$ cat src/rtl/uart_loader_if.sv
// Boot-loader bus bundle: UART byte input, instruction-memory write port and CPU byte FIFO port.
// master = loader side, slave = receiver/memory/CPU side.
interface uart_loader_if #(
  parameter int ADDR_WIDTH = 15
);
  logic [7:0]            rx_data;
  logic                  rx_valid;
  logic                  imem_we;
  logic [ADDR_WIDTH-1:0] imem_addr;
  logic [31:0]           imem_wdata;
  logic                  load_done;
  logic                  error;
  logic                  cpu_rd;
  logic [7:0]            cpu_data;
  logic                  cpu_empty;
  logic                  overrun;

  modport master (
    input  rx_data, rx_valid, cpu_rd,
    output imem_we, imem_addr, imem_wdata, load_done, error, cpu_data, cpu_empty, overrun
  );

  modport slave (
    output rx_data, rx_valid, cpu_rd,
    input  imem_we, imem_addr, imem_wdata, load_done, error, cpu_data, cpu_empty, overrun
  );
endinterface

$ cat src/rtl/uart_loader.sv
// Boot loader: parses a big-endian word-count header, writes N words to imem, then feeds a FWFT byte FIFO.
// Optional trailing XOR checksum byte enabled by UART_LOADER_CHECKSUM_EN.
module uart_loader #(
  parameter int ADDR_WIDTH     = 15,
  parameter int FIFO_DEPTH_LOG = 4
) (
  input  logic          CLK,
  input  logic          RST_N,
  uart_loader_if.master bus
);
  localparam int                      DEPTH     = 1 << FIFO_DEPTH_LOG;
  localparam logic [32:0]             MAX_WORDS = 33'(1) << ADDR_WIDTH;
  localparam logic [ADDR_WIDTH:0]     WCNT_ONE  = (ADDR_WIDTH+1)'(1);
  localparam logic [FIFO_DEPTH_LOG-1:0] PTR_ONE = FIFO_DEPTH_LOG'(1);
  localparam logic [FIFO_DEPTH_LOG:0] CNT_ONE   = (FIFO_DEPTH_LOG+1)'(1);
  localparam logic [FIFO_DEPTH_LOG:0] FULL_CNT  = (FIFO_DEPTH_LOG+1)'(DEPTH);

  typedef enum logic [2:0] {
    ST_HDR,
    ST_DATA,
`ifdef UART_LOADER_CHECKSUM_EN
    ST_CHK,
`endif
    ST_RUN,
    ST_ERR
  } state_t;

  state_t                  r_state, w_next;
  logic [1:0]              r_lane;
  logic [23:0]             r_shift;
  logic [ADDR_WIDTH:0]     r_nw, r_wcnt;
  logic                    r_we, r_done;
  logic [ADDR_WIDTH-1:0]   r_addr;
  logic [31:0]             r_wdata;
  logic [31:0]             w_word;
  logic                    w_loading, w_last_byte, w_last_word, w_hdr_bad, w_hdr_zero, w_done_set;
`ifdef UART_LOADER_CHECKSUM_EN
  logic [7:0]              r_xor;
  logic                    w_xor_ok;
  assign w_xor_ok = (bus.rx_data == r_xor);
`endif

  assign w_word      = {r_shift, bus.rx_data};
  assign w_loading   = (r_state == ST_HDR) || (r_state == ST_DATA)
`ifdef UART_LOADER_CHECKSUM_EN
                       || (r_state == ST_CHK)
`endif
                       ;
  assign w_last_byte = bus.rx_valid && (r_lane == 2'd3);
  assign w_last_word = ((r_wcnt + WCNT_ONE) == r_nw);
  assign w_hdr_bad   = ({1'b0, w_word} > MAX_WORDS);
  assign w_hdr_zero  = (w_word == 32'd0);

  always_ff @(posedge CLK or negedge RST_N) begin
    if (!RST_N) r_state <= ST_HDR;
    else        r_state <= w_next;
  end

  // load_done is set directly on the transition only where it must rise the cycle after the last byte
  always_comb begin
    w_next     = r_state;
    w_done_set = 1'b0;
    case (r_state)
      ST_HDR: if (w_last_byte) begin
        if (w_hdr_bad) w_next = ST_ERR;
        else if (w_hdr_zero) begin
`ifdef UART_LOADER_CHECKSUM_EN
          w_next = ST_CHK;
`else
          w_next     = ST_RUN;
          w_done_set = 1'b1;
`endif
        end else w_next = ST_DATA;
      end
      ST_DATA: if (w_last_byte && w_last_word) begin
`ifdef UART_LOADER_CHECKSUM_EN
        w_next = ST_CHK;
`else
        w_next = ST_RUN;
`endif
      end
`ifdef UART_LOADER_CHECKSUM_EN
      ST_CHK: if (bus.rx_valid) begin
        if (w_xor_ok) begin
          w_next     = ST_RUN;
          w_done_set = 1'b1;
        end else w_next = ST_ERR;
      end
`endif
      ST_RUN:  w_next = ST_RUN;
      default: w_next = ST_ERR;
    endcase
  end

  always_ff @(posedge CLK or negedge RST_N) begin
    if (!RST_N) begin
      r_lane  <= '0;
      r_shift <= '0;
      r_nw    <= '0;
      r_wcnt  <= '0;
      r_we    <= 1'b0;
      r_addr  <= '0;
      r_wdata <= '0;
      r_done  <= 1'b0;
`ifdef UART_LOADER_CHECKSUM_EN
      r_xor   <= '0;
`endif
    end else begin
      r_we   <= 1'b0;
      r_done <= r_done | w_done_set | (r_state == ST_RUN);
      if (w_loading && bus.rx_valid) begin
        r_lane  <= r_lane + 2'd1;
        r_shift <= w_word[23:0];
`ifdef UART_LOADER_CHECKSUM_EN
        r_xor   <= r_xor ^ bus.rx_data;
`endif
      end
      if (r_state == ST_HDR && w_last_byte && !w_hdr_bad) begin
        r_nw   <= w_word[ADDR_WIDTH:0];
        r_wcnt <= '0;
      end
      if (r_state == ST_DATA && w_last_byte) begin
        r_we    <= 1'b1;
        r_addr  <= r_wcnt[ADDR_WIDTH-1:0];
        r_wdata <= w_word;
        r_wcnt  <= r_wcnt + WCNT_ONE;
      end
    end
  end

  assign bus.imem_we    = r_we;
  assign bus.imem_addr  = r_addr;
  assign bus.imem_wdata = r_wdata;
  assign bus.load_done  = r_done;
  assign bus.error      = (r_state == ST_ERR);

  // CPU byte FIFO, first-word-fall-through; a pop frees room for a push in the same cycle
  logic [7:0]                r_mem [DEPTH];
  logic [FIFO_DEPTH_LOG-1:0] r_wp, r_rp;
  logic [FIFO_DEPTH_LOG:0]   r_cnt;
  logic                      r_ovr;
  logic                      w_run, w_empty, w_full, w_pop, w_push;

  assign w_run   = (r_state == ST_RUN);
  assign w_empty = (r_cnt == '0);
  assign w_full  = (r_cnt == FULL_CNT);
  assign w_pop   = w_run && bus.cpu_rd && !w_empty;
  assign w_push  = w_run && bus.rx_valid && (!w_full || w_pop);

  always_ff @(posedge CLK) begin
    if (w_push) r_mem[r_wp] <= bus.rx_data;
  end

  always_ff @(posedge CLK or negedge RST_N) begin
    if (!RST_N) begin
      r_wp  <= '0;
      r_rp  <= '0;
      r_cnt <= '0;
      r_ovr <= 1'b0;
    end else begin
      if (w_push) r_wp <= r_wp + PTR_ONE;
      if (w_pop)  r_rp <= r_rp + PTR_ONE;
      case ({w_push, w_pop})
        2'b10:   r_cnt <= r_cnt + CNT_ONE;
        2'b01:   r_cnt <= r_cnt - CNT_ONE;
        default: r_cnt <= r_cnt;
      endcase
      if (w_run && bus.rx_valid && w_full && !w_pop) r_ovr <= 1'b1;
    end
  end

  assign bus.cpu_empty = w_empty;
  assign bus.cpu_data  = w_empty ? 8'h00 : r_mem[r_rp];
  assign bus.overrun   = r_ovr;
endmodule

$ cat src/flat_wrapper.sv
// flat-port wrapper written by rule: the top's interface ports become plain ports
module uart_loader_flat 
#(
  parameter int ADDR_WIDTH     = 15,
  parameter int FIFO_DEPTH_LOG = 4
)
  (CLK, RST_N, bus_rx_data, bus_rx_valid, bus_cpu_rd, bus_imem_we, bus_imem_addr, bus_imem_wdata, bus_load_done, bus_error, bus_cpu_data, bus_cpu_empty, bus_overrun);
  uart_loader_if #(.ADDR_WIDTH(ADDR_WIDTH)) bus_i ();
  input  logic CLK;
  input  logic RST_N;
  input wire logic [$bits(bus_i.rx_data)-1:0] bus_rx_data;
  input wire logic [$bits(bus_i.rx_valid)-1:0] bus_rx_valid;
  input wire logic [$bits(bus_i.cpu_rd)-1:0] bus_cpu_rd;
  output wire logic [$bits(bus_i.imem_we)-1:0] bus_imem_we;
  output wire logic [$bits(bus_i.imem_addr)-1:0] bus_imem_addr;
  output wire logic [$bits(bus_i.imem_wdata)-1:0] bus_imem_wdata;
  output wire logic [$bits(bus_i.load_done)-1:0] bus_load_done;
  output wire logic [$bits(bus_i.error)-1:0] bus_error;
  output wire logic [$bits(bus_i.cpu_data)-1:0] bus_cpu_data;
  output wire logic [$bits(bus_i.cpu_empty)-1:0] bus_cpu_empty;
  output wire logic [$bits(bus_i.overrun)-1:0] bus_overrun;
  assign bus_i.rx_data = bus_rx_data;
  assign bus_i.rx_valid = bus_rx_valid;
  assign bus_i.cpu_rd = bus_cpu_rd;
  assign bus_imem_we = bus_i.imem_we;
  assign bus_imem_addr = bus_i.imem_addr;
  assign bus_imem_wdata = bus_i.imem_wdata;
  assign bus_load_done = bus_i.load_done;
  assign bus_error = bus_i.error;
  assign bus_cpu_data = bus_i.cpu_data;
  assign bus_cpu_empty = bus_i.cpu_empty;
  assign bus_overrun = bus_i.overrun;
  uart_loader #(.ADDR_WIDTH(ADDR_WIDTH), .FIFO_DEPTH_LOG(FIFO_DEPTH_LOG)) u_core (.CLK(CLK), .RST_N(RST_N), .bus(bus_i));
endmodule
$ cat config.mk
export PLATFORM = sky130hd
export DESIGN_NAME = uart_loader_flat
export DESIGN_NICKNAME = d
export VERILOG_FILES = /design/src/rtl/uart_loader_if.sv /design/src/rtl/uart_loader.sv /design/src/flat_wrapper.sv
export SDC_FILE = /design/constraint.sdc
export NUM_CORES = 1
export LEC_CHECK = 0
export BUFFER_PORTS_ARGS = -buffer_cell sky130_fd_sc_hd__buf_4
export CORE_MARGIN = 4
export CORE_UTILIZATION = 65
export DETAILED_ROUTE_END_ITERATION = 12
export PLACE_DENSITY = 0.85
export SETUP_SLACK_MARGIN = 0.2
export SYNTH_ARGS = -nofsm -noshare
export SYNTH_HDL_FRONTEND = slang
export SYNTH_SLANG_ARGS = --single-unit
export TNS_END_PERCENT = 1
$ cat constraint.sdc
create_clock -name CLK -period 5.75 [get_ports CLK]
set_clock_uncertainty 0.15 [all_clocks]
set_input_delay 0.575 -clock CLK [delete_from_list [all_inputs] [get_ports CLK]]
set_output_delay 0.575 -clock CLK [all_outputs]
set_load 0.02 [all_outputs]
==> flow_summary.json <==
{
  "cts_root_buf": "clkbuf_16",
  "max_freq_mhz": 256,
  "critPathKind": "reg -> out",
  "fin_tns_setup_ns": 0,
  "yosysSeqAreaShare_pct": 64.6,
  "fp-row-count": 46,
  "clock_sinks": 251,
  "wirelength_mm": 24.0,
  "path_clk_slew_ns": 0.07,
  "setup_violations": 0,
  "grt_max_degree": 75,
  "dr.pass1.iters": 5,
  "finalHoldViolCount": 0,
  "cts_tree": "yes",
  "cpPeakStageDelay_ns": 1.13,
  "track_usage_pct": 27.7,
  "grt_first_pass_wirelength_mm": 39.2,
  "p_clk_share_pct": 37.4,
  "status": "finished clean",
  "dr.first_iter.drc_count": 558,
  "fin_crit_ns": 3.90,
  "synth_area_um2": 10700,
  "worstPathCellList": "mux4_2 > mux4_2 > nor2b_1 > buf_4",
  "cts.repair.resized": 0,
  "cts_buffers": 25,
  "whs_ns": 0.242,
  "nNetsFinal": 856,
  "initial_utilization_pct": 66.9,
  "timing.final.crit_share_pct": 67.9,
  "htree_levels": 1,
  "wl_per_cell_um": 22.6,
  "cap_violations": 0,
  "drc": 0,
  "dieWidth_um": 136,
  "slew_headroom_pct": 12.5,
  "vias": 6470,
  "drtAntennaViolNets": 0,
  "die_h_um": 136,
  "tightest_slew_ns": 1.31,
  "p_leak_uw": 0.00497,
  "synth-main-ff-cell": "edfxtp_1",
  "num_io_pins": 72,
  "rsz0062_at_grt": "no",
  "ys_types": 52,
  "first_global_vias": 6844,
  "ys_async_sr_fraction_pct": 49.0,
  "start_kind": "flip-flop",
  "yosys_warnings": 0,
  "drive_above_1_share_pct": 25.4,
  "power_density_nw_per_um2": 374,
  "crit_required_ns": 5.03,
  "switching_power_uw": 1220,
  "synthCells": 765,
  "portBuffers": 71,
  "utilization_pct": 76.5,
  "crit_path_end_kind": "output pin",
  "core-area_um2": 16000,
  "grt-ovfl-total": 0,
  "synth.avg_cell_area_um2": 14.0,
  "total_power_uw": 4580,
  "via_per_inst": 6.09,
  "syn2layout_area_growth_pct": 14.2,
  "clockBufferDepth": 3,
  "cp_max_fo": 35,
  "ys_ff_latch": 251,
  "place.gp.congestion": 0.865,
  "synth-edff-count": 128,
  "p_int_uw": 3350,
  "crit_top_cell": "mux4_2",
  "sw_frac_of_total_pct": 26.8,
  "r2r_setup_slack_ns": 2.19,
  "critical-path-top-delay-family": "flip-flops",
  "diodes": 0,
  "seq_power_share_pct": 47.4,
  "die_area_um2": 18600,
  "syn_nets": 793,
  "hold_path.class": "in -> reg",
  "path_buf_inv": 1,
  "p_comb_share_pct": 15.2,
  "ir_drop_v": 0.000303,
  "cp.arrival_ns": 3.18,
  "grt_antenna_before_repair": 0,
  "clock_latency_ns": 0.52,
  "report.final.slew_viol_count": 0,
  "dp.final_hpwl_mm": 15.1,
  "crit_slowest_cell": "dfrtp_2"
}
-- cell usage after synthesis, types with 2 or more instances --
cell type    n  share of area [%]
nand2_1    167                5.9
edfxtp_1   128                 36
dfrtp_1    123                 29
mux2_2      42                4.4
mux4_2      40                8.4
o21ai_0     27                1.3
xnor2_1     25                2.0
clkbuf_1    24               0.84
nor2_1      18               0.63
and2_1      16               0.93
ha_1        15                1.8
inv_1       10               0.35
nand3_1     10               0.47
a31oi_1      9               0.53
xor2_1       9               0.74
buf_2        8               0.37
nor2b_1      8               0.47
a21oi_1      7               0.33
nor3_1       7               0.33
nor4_1       7               0.41
nand4_1      6               0.35
o31ai_1      6               0.42
and3_1       5               0.29
buf_6        5               0.53
o41ai_1      5               0.41
o21ai_1      4               0.19
a21o_1       3               0.21
nor4_2       3               0.35
a31o_2       2               0.16
mux2i_1      2               0.19
nor3b_1      2               0.14
or4_1        2               0.14
-- cells by family after synthesis --
logic type | share of synthesized area (%)
simple gates | 11.0
flops | 64.6
mux | 13.0
compound gates | 4.24
buf+inv | 2.36
xor+xnor | 2.78
fa+ha+maj | 1.94
-- area by class of cell --
type / instances / area (um2)
multi-input combinational: 463 / 3540
inverter: 11 / 41.3
fill: 981 / 3770
tap: 216 / 270
clock inverter: 8 / 96.3
sequential: 251 / 6920
clock buffer: 37 / 786
timing repair buffer: 76 / 573
-- repair_timing --
| action | 4_1_cts | 5_1_grt |
|---|---|---|
| hold endpoints to repair | 56 | 0 |
| buffers inserted | 0 | 0 |
| hold buffers | 1 | 0 |
-- per-stage QoR --
stage / worst slack, ns / cells / instance area [um2]
6_report: 1.85 / 1062 / 12200
3_3_place_gp: 2.41 / 1016 / 11300
4_1_cts: 1.77 / 1062 / 12200
5_1_grt: 1.64 / 1062 / 12200
2_1_floorplan: 2.50 / 765 / 10700
3_5_place_dp: 2.25 / 1016 / 11300
-- sequential cells by signal (all words and copies together) (netlist names) --
register / count
u_core.r_mem: 128
u_core.r_state: 2
u_core.bus.load_done: 1
u_core.r_rp: 4
u_core.bus.imem_addr: 15
u_core.r_cnt: 5
u_core.r_shift: 24
u_core.bus.imem_wdata: 32
u_core.bus.overrun: 1
u_core.r_lane: 2
u_core.bus.imem_we: 1
u_core.r_wcnt: 16
u_core.r_nw: 16
u_core.r_wp: 4
-- cell usage in the layout (no fill, tap or decap), drive strengths merged, types with 11 or more instances in the layout --
cell / instances
o21ai: 31
ha: 15
xnor2: 25
nand2: 167
nor2: 20
nand3: 11
mux2: 42
and2: 16
mux4: 40
clkbuf: 37
edfxtp: 128
inv: 11
dfrtp: 123
buf: 75
-- power by group through the flow --
stage          clock (uW)  combinational [uW]  sequential, uW
2_1_floorplan           0                 278            2310
3_3_place_gp            0                 674            2190
3_5_place_dp            0                 703            2200
4_1_cts              1730                 706            2170
5_1_grt              1810                 767            2190
6_report             1710                 696            2170
-- worst paths after layout --
| path | startpoint | to | cells past startpoint |
|---|---|---|---|
| max | u_core.r_rp[0]$_DFFE_PN0P_ | bus_cpu_data[1] | 4 |
| min | bus_rx_valid | u_core.bus.overrun$_DFFE_PN0P_ | 2 |
| max reg2reg | u_core.r_cnt[1]$_DFFE_PN0P_ | u_core.r_cnt[4]$_DFFE_PN0P_ | 12 |
| min reg2reg | u_core.bus.imem_addr[9]$_DFFE_PN0P_ | u_core.bus.imem_addr[9]$_DFFE_PN0P_ | 2 |
| max in group asynchronous | RST_N | u_core.r_rp[0]$_DFFE_PN0P_ | 3 |
| min in group asynchronous | RST_N | u_core.bus.imem_wdata[4]$_DFFE_PN0P_ | 2 |
-- routing by layer --
layer / track usage (%) / part of all wire (%) / wire, um / vias up
met4: 7.45 / 2.5 / 610 / 0
met3: 4.00 / 4.9 / 1170 / 35
met1: 36.1 / 40 / 9500 / 3317
li1: - / - / - / 2886
met2: 49.1 / 53 / 12700 / 232
met5: 0 / 0 / 0 / -
Note: power is estimated with default switching activity, not from simulation.
